**src/rtl/ddr_para_unpacker.sv**
```systemverilog
// Drains the DDR3 read FIFO as 16-bit words, checks the header word and packs
// payload pairs into addressed 32-bit parameter words on a valid/ready stream.
module ddr_para_unpacker #(
  parameter logic [15:0] MAGIC  = 16'h5A5A,
  parameter int          CNT_W  = 24,
  parameter int          ADDR_W = 20
) (
  input  logic              sys_clk,
  input  logic              sys_rst_n,
  input  logic              start,
  input  logic [CNT_W-1:0]  num_words,
  input  logic              rd_fifo_empty,
  output logic              rd_req,
  input  logic [15:0]       rd_data,
  output logic              para_valid,
  input  logic              para_ready,
  output logic [ADDR_W-1:0] para_addr,
  output logic [31:0]       para_data,
  output logic              busy,
  output logic              done,
  output logic              hdr_err
);

  typedef enum logic [2:0] {IDLE, HDR, DATA, DONE, ERR} state_t;

  state_t           state;
  logic [CNT_W-1:0] words_q;
  logic [CNT_W-1:0] req_cnt;
  logic [CNT_W-1:0] rcv_cnt;
  logic [15:0]      low_q;
  logic             in_flight;
  logic             hdr_sent;
  logic             accept;
  logic             out_free;
  logic             last_word;

  assign accept    = para_valid & para_ready;
  assign out_free  = !para_valid | para_ready;
  assign last_word = (rcv_cnt == words_q - 1'b1);

  // Read enable is combinational so a rising empty flag gates it the same cycle.
  always_comb begin
    rd_req = 1'b0;
    if (!rd_fifo_empty && !in_flight) begin
      if (state == HDR)
        rd_req = !hdr_sent;
      else if (state == DATA)
        rd_req = (req_cnt < words_q) && out_free;
    end
  end

  always_ff @(posedge sys_clk or negedge sys_rst_n) begin
    if (!sys_rst_n) begin
      state      <= IDLE;
      words_q    <= '0;
      req_cnt    <= '0;
      rcv_cnt    <= '0;
      low_q      <= '0;
      in_flight  <= 1'b0;
      hdr_sent   <= 1'b0;
      para_valid <= 1'b0;
      para_addr  <= '0;
      para_data  <= '0;
      busy       <= 1'b0;
      done       <= 1'b0;
      hdr_err    <= 1'b0;
    end else begin
      in_flight <= rd_req;
      case (state)
        IDLE, DONE, ERR: begin
          if (start) begin
            state     <= HDR;
            words_q   <= num_words;
            req_cnt   <= '0;
            rcv_cnt   <= '0;
            para_addr <= '0;
            hdr_sent  <= 1'b0;
            busy      <= 1'b1;
            done      <= 1'b0;
            hdr_err   <= 1'b0;
          end
        end
        HDR: begin
          if (rd_req)
            hdr_sent <= 1'b1;
          if (in_flight) begin
            if (rd_data != MAGIC) begin
              state   <= ERR;
              hdr_err <= 1'b1;
              busy    <= 1'b0;
            end else if (words_q == '0) begin
              state <= DONE;
              done  <= 1'b1;
              busy  <= 1'b0;
            end else begin
              state <= DATA;
            end
          end
        end
        DATA: begin
          if (rd_req)
            req_cnt <= req_cnt + 1'b1;
          // All words already received means this acceptance drains the stream.
          if (accept) begin
            para_valid <= 1'b0;
            para_addr  <= para_addr + 1'b1;
            if (rcv_cnt == words_q) begin
              state <= DONE;
              done  <= 1'b1;
              busy  <= 1'b0;
            end
          end
          if (in_flight) begin
            rcv_cnt <= rcv_cnt + 1'b1;
            if (!rcv_cnt[0]) begin
              low_q <= rd_data;
              if (last_word) begin
                para_data  <= {16'h0000, rd_data};
                para_valid <= 1'b1;
              end
            end else begin
              para_data  <= {rd_data, low_q};
              para_valid <= 1'b1;
            end
          end
        end
        default: state <= IDLE;
      endcase
    end
  end

endmodule
```
**config.mk**
```make
export PLATFORM = sky130hd
export DESIGN_NAME = ddr_para_unpacker
export DESIGN_NICKNAME = d
export VERILOG_FILES = /design/src/rtl/ddr_para_unpacker.sv
export SDC_FILE = /design/constraint.sdc
export NUM_CORES = 1
export LEC_CHECK = 0
export CELL_PAD_IN_SITES_DETAIL_PLACEMENT = 1
export CELL_PAD_IN_SITES_GLOBAL_PLACEMENT = 2
export CORE_MARGIN = 4
export CORE_UTILIZATION = 29
export DETAILED_ROUTE_END_ITERATION = 16
export PLACE_DENSITY = 0.74
export SYNTH_ARGS = -nofsm -noshare
export SYNTH_HDL_FRONTEND = slang
export SYNTH_SLANG_ARGS = --single-unit
export TNS_END_PERCENT = 10
```
**constraint.sdc**
```tcl
create_clock -name sys_clk -period 8.74 [get_ports sys_clk]
set_input_delay 1.748 -clock sys_clk [delete_from_list [all_inputs] [get_ports sys_clk]]
set_output_delay 1.748 -clock sys_clk [all_outputs]
set_load 0.05 [all_outputs]
```
==> results by group <==
Die
  • Core Area: 28200 um^2
  • Num rows: 61
  • X dimension of the die: 178 um
  • Die area: 31700 um^2
  • I/O pin count: 102
  • Effective utilization at floorplan: 29.7%
  • Vert. Die Dim: 178 um

STA
  • Number of max-slew violations in the final report: 0
  • Aggregate negative setup slack: 0 ns
  • Final min period: 5.85 ns
  • Setup violations, final: 0
  • Share of the cycle needed by the critical path after routing: 67.0%
  • Transition time at the pin with the least slew margin: 1.05 ns
  • RSZ-0062 raised after global routing: false
  • Hold violation total from the final report: 0
  • Clock Skews: 0.0184 ns
  • Peak clock frequency supported by timing: 171 MHz
  • Remaining max-slew budget at the tightest pin: 29.9%

Route
  • Routed wire length: 24900 um
  • Violation count after the first detailed-routing iteration: 377
  • Post-route DRC violation count: 0
  • Average routed wire per standard cell: 18.1 um
  • Total iterations of the first detailed-routing run: 4
  • Total vias in the final route: 7019
  • Post-route ant nets: 0
  • Via-per-instance ratio: 5.09

Run status
  • Result of the run: complete, no violations

Placement
  • Placer's final routability congestion estimate: 0.789
  • Port-buffer cells: 101
  • Half-perimeter wire length after detailed placement: 17900 um
  • DP Area: 9730 um^2

Logic synthesis
  • Mean instance size in the synthesized netlist: 9.27 um^2
  • Leading post-synthesis cells by cell area: sky130_fd_sc_hd__dfrtp_1, sky130_fd_sc_hd__nand2_1, sky130_fd_sc_hd__ha_1
  • Post-synthesis net count: 976
  • Proportion of synthesized chip area in sequential cells: 44.5%
  • Post-Syn Instances: 904
  • Share of synthesized flip-flops with an asynchronous set or reset: 100%
  • Post-synthesis register bit count: 149
  • Synthesis Warnings: 0
  • Synth cell types: 68
  • Cell type with the largest total area after synthesis: sky130_fd_sc_hd__dfrtp_1
  • EDFF count, synth: 0
  • Post-synthesis instance area: 8380 um^2
  • Area share of the largest cell type after synthesis: 44.5%
  • Top FF cell, synth: sky130_fd_sc_hd__dfrtp_1

Setup path
  • Critical path launch point type: input pin
  • Launch instance of the worst register-to-register path: state[0]
  • Type of destination of the critical path: output pin
  • RR Endpoint: para_data[14]
  • Termination of the worst setup path: rd_req
  • Required time of the worst setup path: 6.99 ns
  • Reg2Reg Depth: 8
  • Critical path arrival: 4.11 ns
  • Crit path from: para_ready
  • CP max FO: 5
  • Critical path start-end classification: in -> out
  • Slack of the worst reg-to-reg path: 5.25 ns

CTS
  • CTS H-tree lvls: 4
  • Number of gates given a new drive strength after cts: 0
  • Number of buffers inserted for hold repair after clock tree synthesis: 0
  • Clock network latency to the later pin of the worst-skew pair: 0.43 ns
  • Clk pin slew, worst setup/hold paths: 0.07 ns
  • Clock Sinks: 149
  • TritonCTS clock tree: built
  • CTS buffer count: 17
  • Deepest clock path buffer count: 2
  • Buffer type at the clock tree root: sky130_fd_sc_hd__clkbuf_16
  • Post-CTS repair timing setup buffer count: 0

Pwr
  • Clock share of power: 33.1%
  • Power Dens Cells: 224 nW/um^2
  • Power share of the combinational group: 28.3%
  • Fraction of power spent switching nets: 37.0%
  • Leakage power: 4.35 nW
  • Net switching power: 857 uW
  • Total internal power: 1.46 mW
  • Peak supply drop: 0.000139 V
  • Sequential power share: 38.6%

Layout
  • Area Growth Syn to Fin: 23.3%
  • Number of nets in the finished design: 1061
  • Layout cell share with drive strength beyond 1: 7.39%
  • Fill cell count: 3229
  • Final Cell Area: 10300 um^2
  • Diode insertion count for antenna repair: 0
  • Utilization after layout: 36.7%

Global route
  • Vias in the first global route: 7063
  • Overflow left after global routing: 0
  • Pin count of the biggest net entering global routing: 101
  • Aggregate global-route resource usage: 16.2%
  • Global-route wire length before repair: 40300 um
  • Antenna violations before repair: 0

Hold path
  • Cell depth of the worst min-delay path: 1
  • Class of the worst hold path: reg -> reg

Flow run
  • Number of max-capacitance violations reported: 0
==> kinds of logic (layout without fill, tap and decap cells) <==
group           count (synthesis)  in the layout  synth area share (%)
mux                            36             36                  4.54
xor+xnor                       62             62                  6.48
fa+ha+maj                      27             27                  4.03
simple gates                  345            345                  21.5
flops                         149            149                  44.5
compound gates                193            193                  14.3
buf+inv                        92            190                  4.63
==> critical path, cell delays in order <==
cell                              delay (ns)
sky130_fd_sc_hd__clkdlybuf4s50_1        0.60
sky130_fd_sc_hd__nand2b_1               0.15
sky130_fd_sc_hd__nand3_1                0.08
sky130_fd_sc_hd__nor2_1                 0.11
sky130_fd_sc_hd__o211ai_1               0.10
sky130_fd_sc_hd__a311o_1                0.31
sky130_fd_sc_hd__o41ai_1                0.10
sky130_fd_sc_hd__clkdlybuf4s50_1        0.89
==> flip-flops by register name (all words and copies together), names as in the netlist <==
| register | cells |
|---|---|
| hdr_err | 1 |
| done | 1 |
| hdr_sent | 1 |
| low_q | 16 |
| para_addr | 20 |
| para_data | 32 |
| para_valid | 1 |
| words_q | 24 |
| in_flight | 1 |
| state | 3 |
| busy | 1 |
| rcv_cnt | 24 |
| req_cnt | 24 |
==> cell type report <==
type	instances	area [um^2]	share of cell area, %
Clock buffer	18	429	4.16
Multi-Input combinational cell	663	4270	41.3
Inverter	49	184	1.78
Timing Repair Buffer	109	1070	10.4
Sequential cell	149	3730	36.1
Tap cell	378	473	4.58
Clock inverter	14	174	1.68
==> power by group through the flow <==
stage / combinational (mW) / clock, mW / sequential (mW)
after detailed placement: 0.659 / 0 / 0.905
after CTS: 0.665 / 0.790 / 0.892
after global placement: 0.652 / 0 / 0.902
after floorplan: 0.481 / 0 / 0.868
after global routing: 0.736 / 0.821 / 0.907
final: 0.656 / 0.768 / 0.894
==> cells in the final DEF (no fill, tap or decap), drive strengths merged, types with 20 or more instances in the layout <==
cell type / count
a21oi: 64
clkdlybuf4s50: 100
inv: 52
o21ai: 49
nand4: 23
ha: 27
xor2: 32
xnor2: 30
dfrtp: 149
nor2: 68
nand2: 100
nand3: 49
mux2i: 20
==> worst min path at each step <==
stage / start / endpoint / slack [ns]
finish: req_cnt[23] / req_cnt[23] / 0.50
CTS: req_cnt[23] / req_cnt[23] / 0.50
detailed placement: hdr_sent / in_flight / 0.49
floorplan: hdr_sent / hdr_sent / 0.45
global route: low_q[15] / low_q[15] / 0.52
global placement: hdr_sent / hdr_sent / 0.47
==> through the flow <==
step | cells | power (mW) | setup WS, ns | hold WS (ns)
after detailed placement | 1348 | 1.56 | 2.89 | 0.487
after global placement | 1348 | 1.55 | 2.87 | 0.471
final | 1380 | 2.32 | 2.89 | 0.496
after CTS | 1380 | 2.35 | 2.87 | 0.497
after floorplan | 904 | 1.35 | 3.49 | 0.451
after global routing | 1380 | 2.46 | 2.79 | 0.522
==> cells in the mapped netlist, drive strengths merged, types with 14 or more instances <==
| cell | count |
|---|---|
| o22ai | 18 |
| xnor2 | 30 |
| o21ai | 49 |
| nor2 | 68 |
| inv | 48 |
| nand3 | 49 |
| ha | 27 |
| clkbuf | 30 |
| nor3 | 17 |
| nand4 | 23 |
| mux2 | 16 |
| nand2 | 100 |
| or3 | 16 |
| dfrtp | 149 |
| nor4 | 14 |
| a21oi | 64 |
| mux2i | 20 |
| xor2 | 32 |
| o31ai | 14 |
==> per-layer routing <==
metal	track usage (%)	up-vias	wire, um
met2	25.4	56	11800
met3	2.51	25	358
met4	4.61	0	441
met1	23.2	3537	12400
li1	-	3401	-
met5	0	-	0
(Power assumes the default switching activity.)
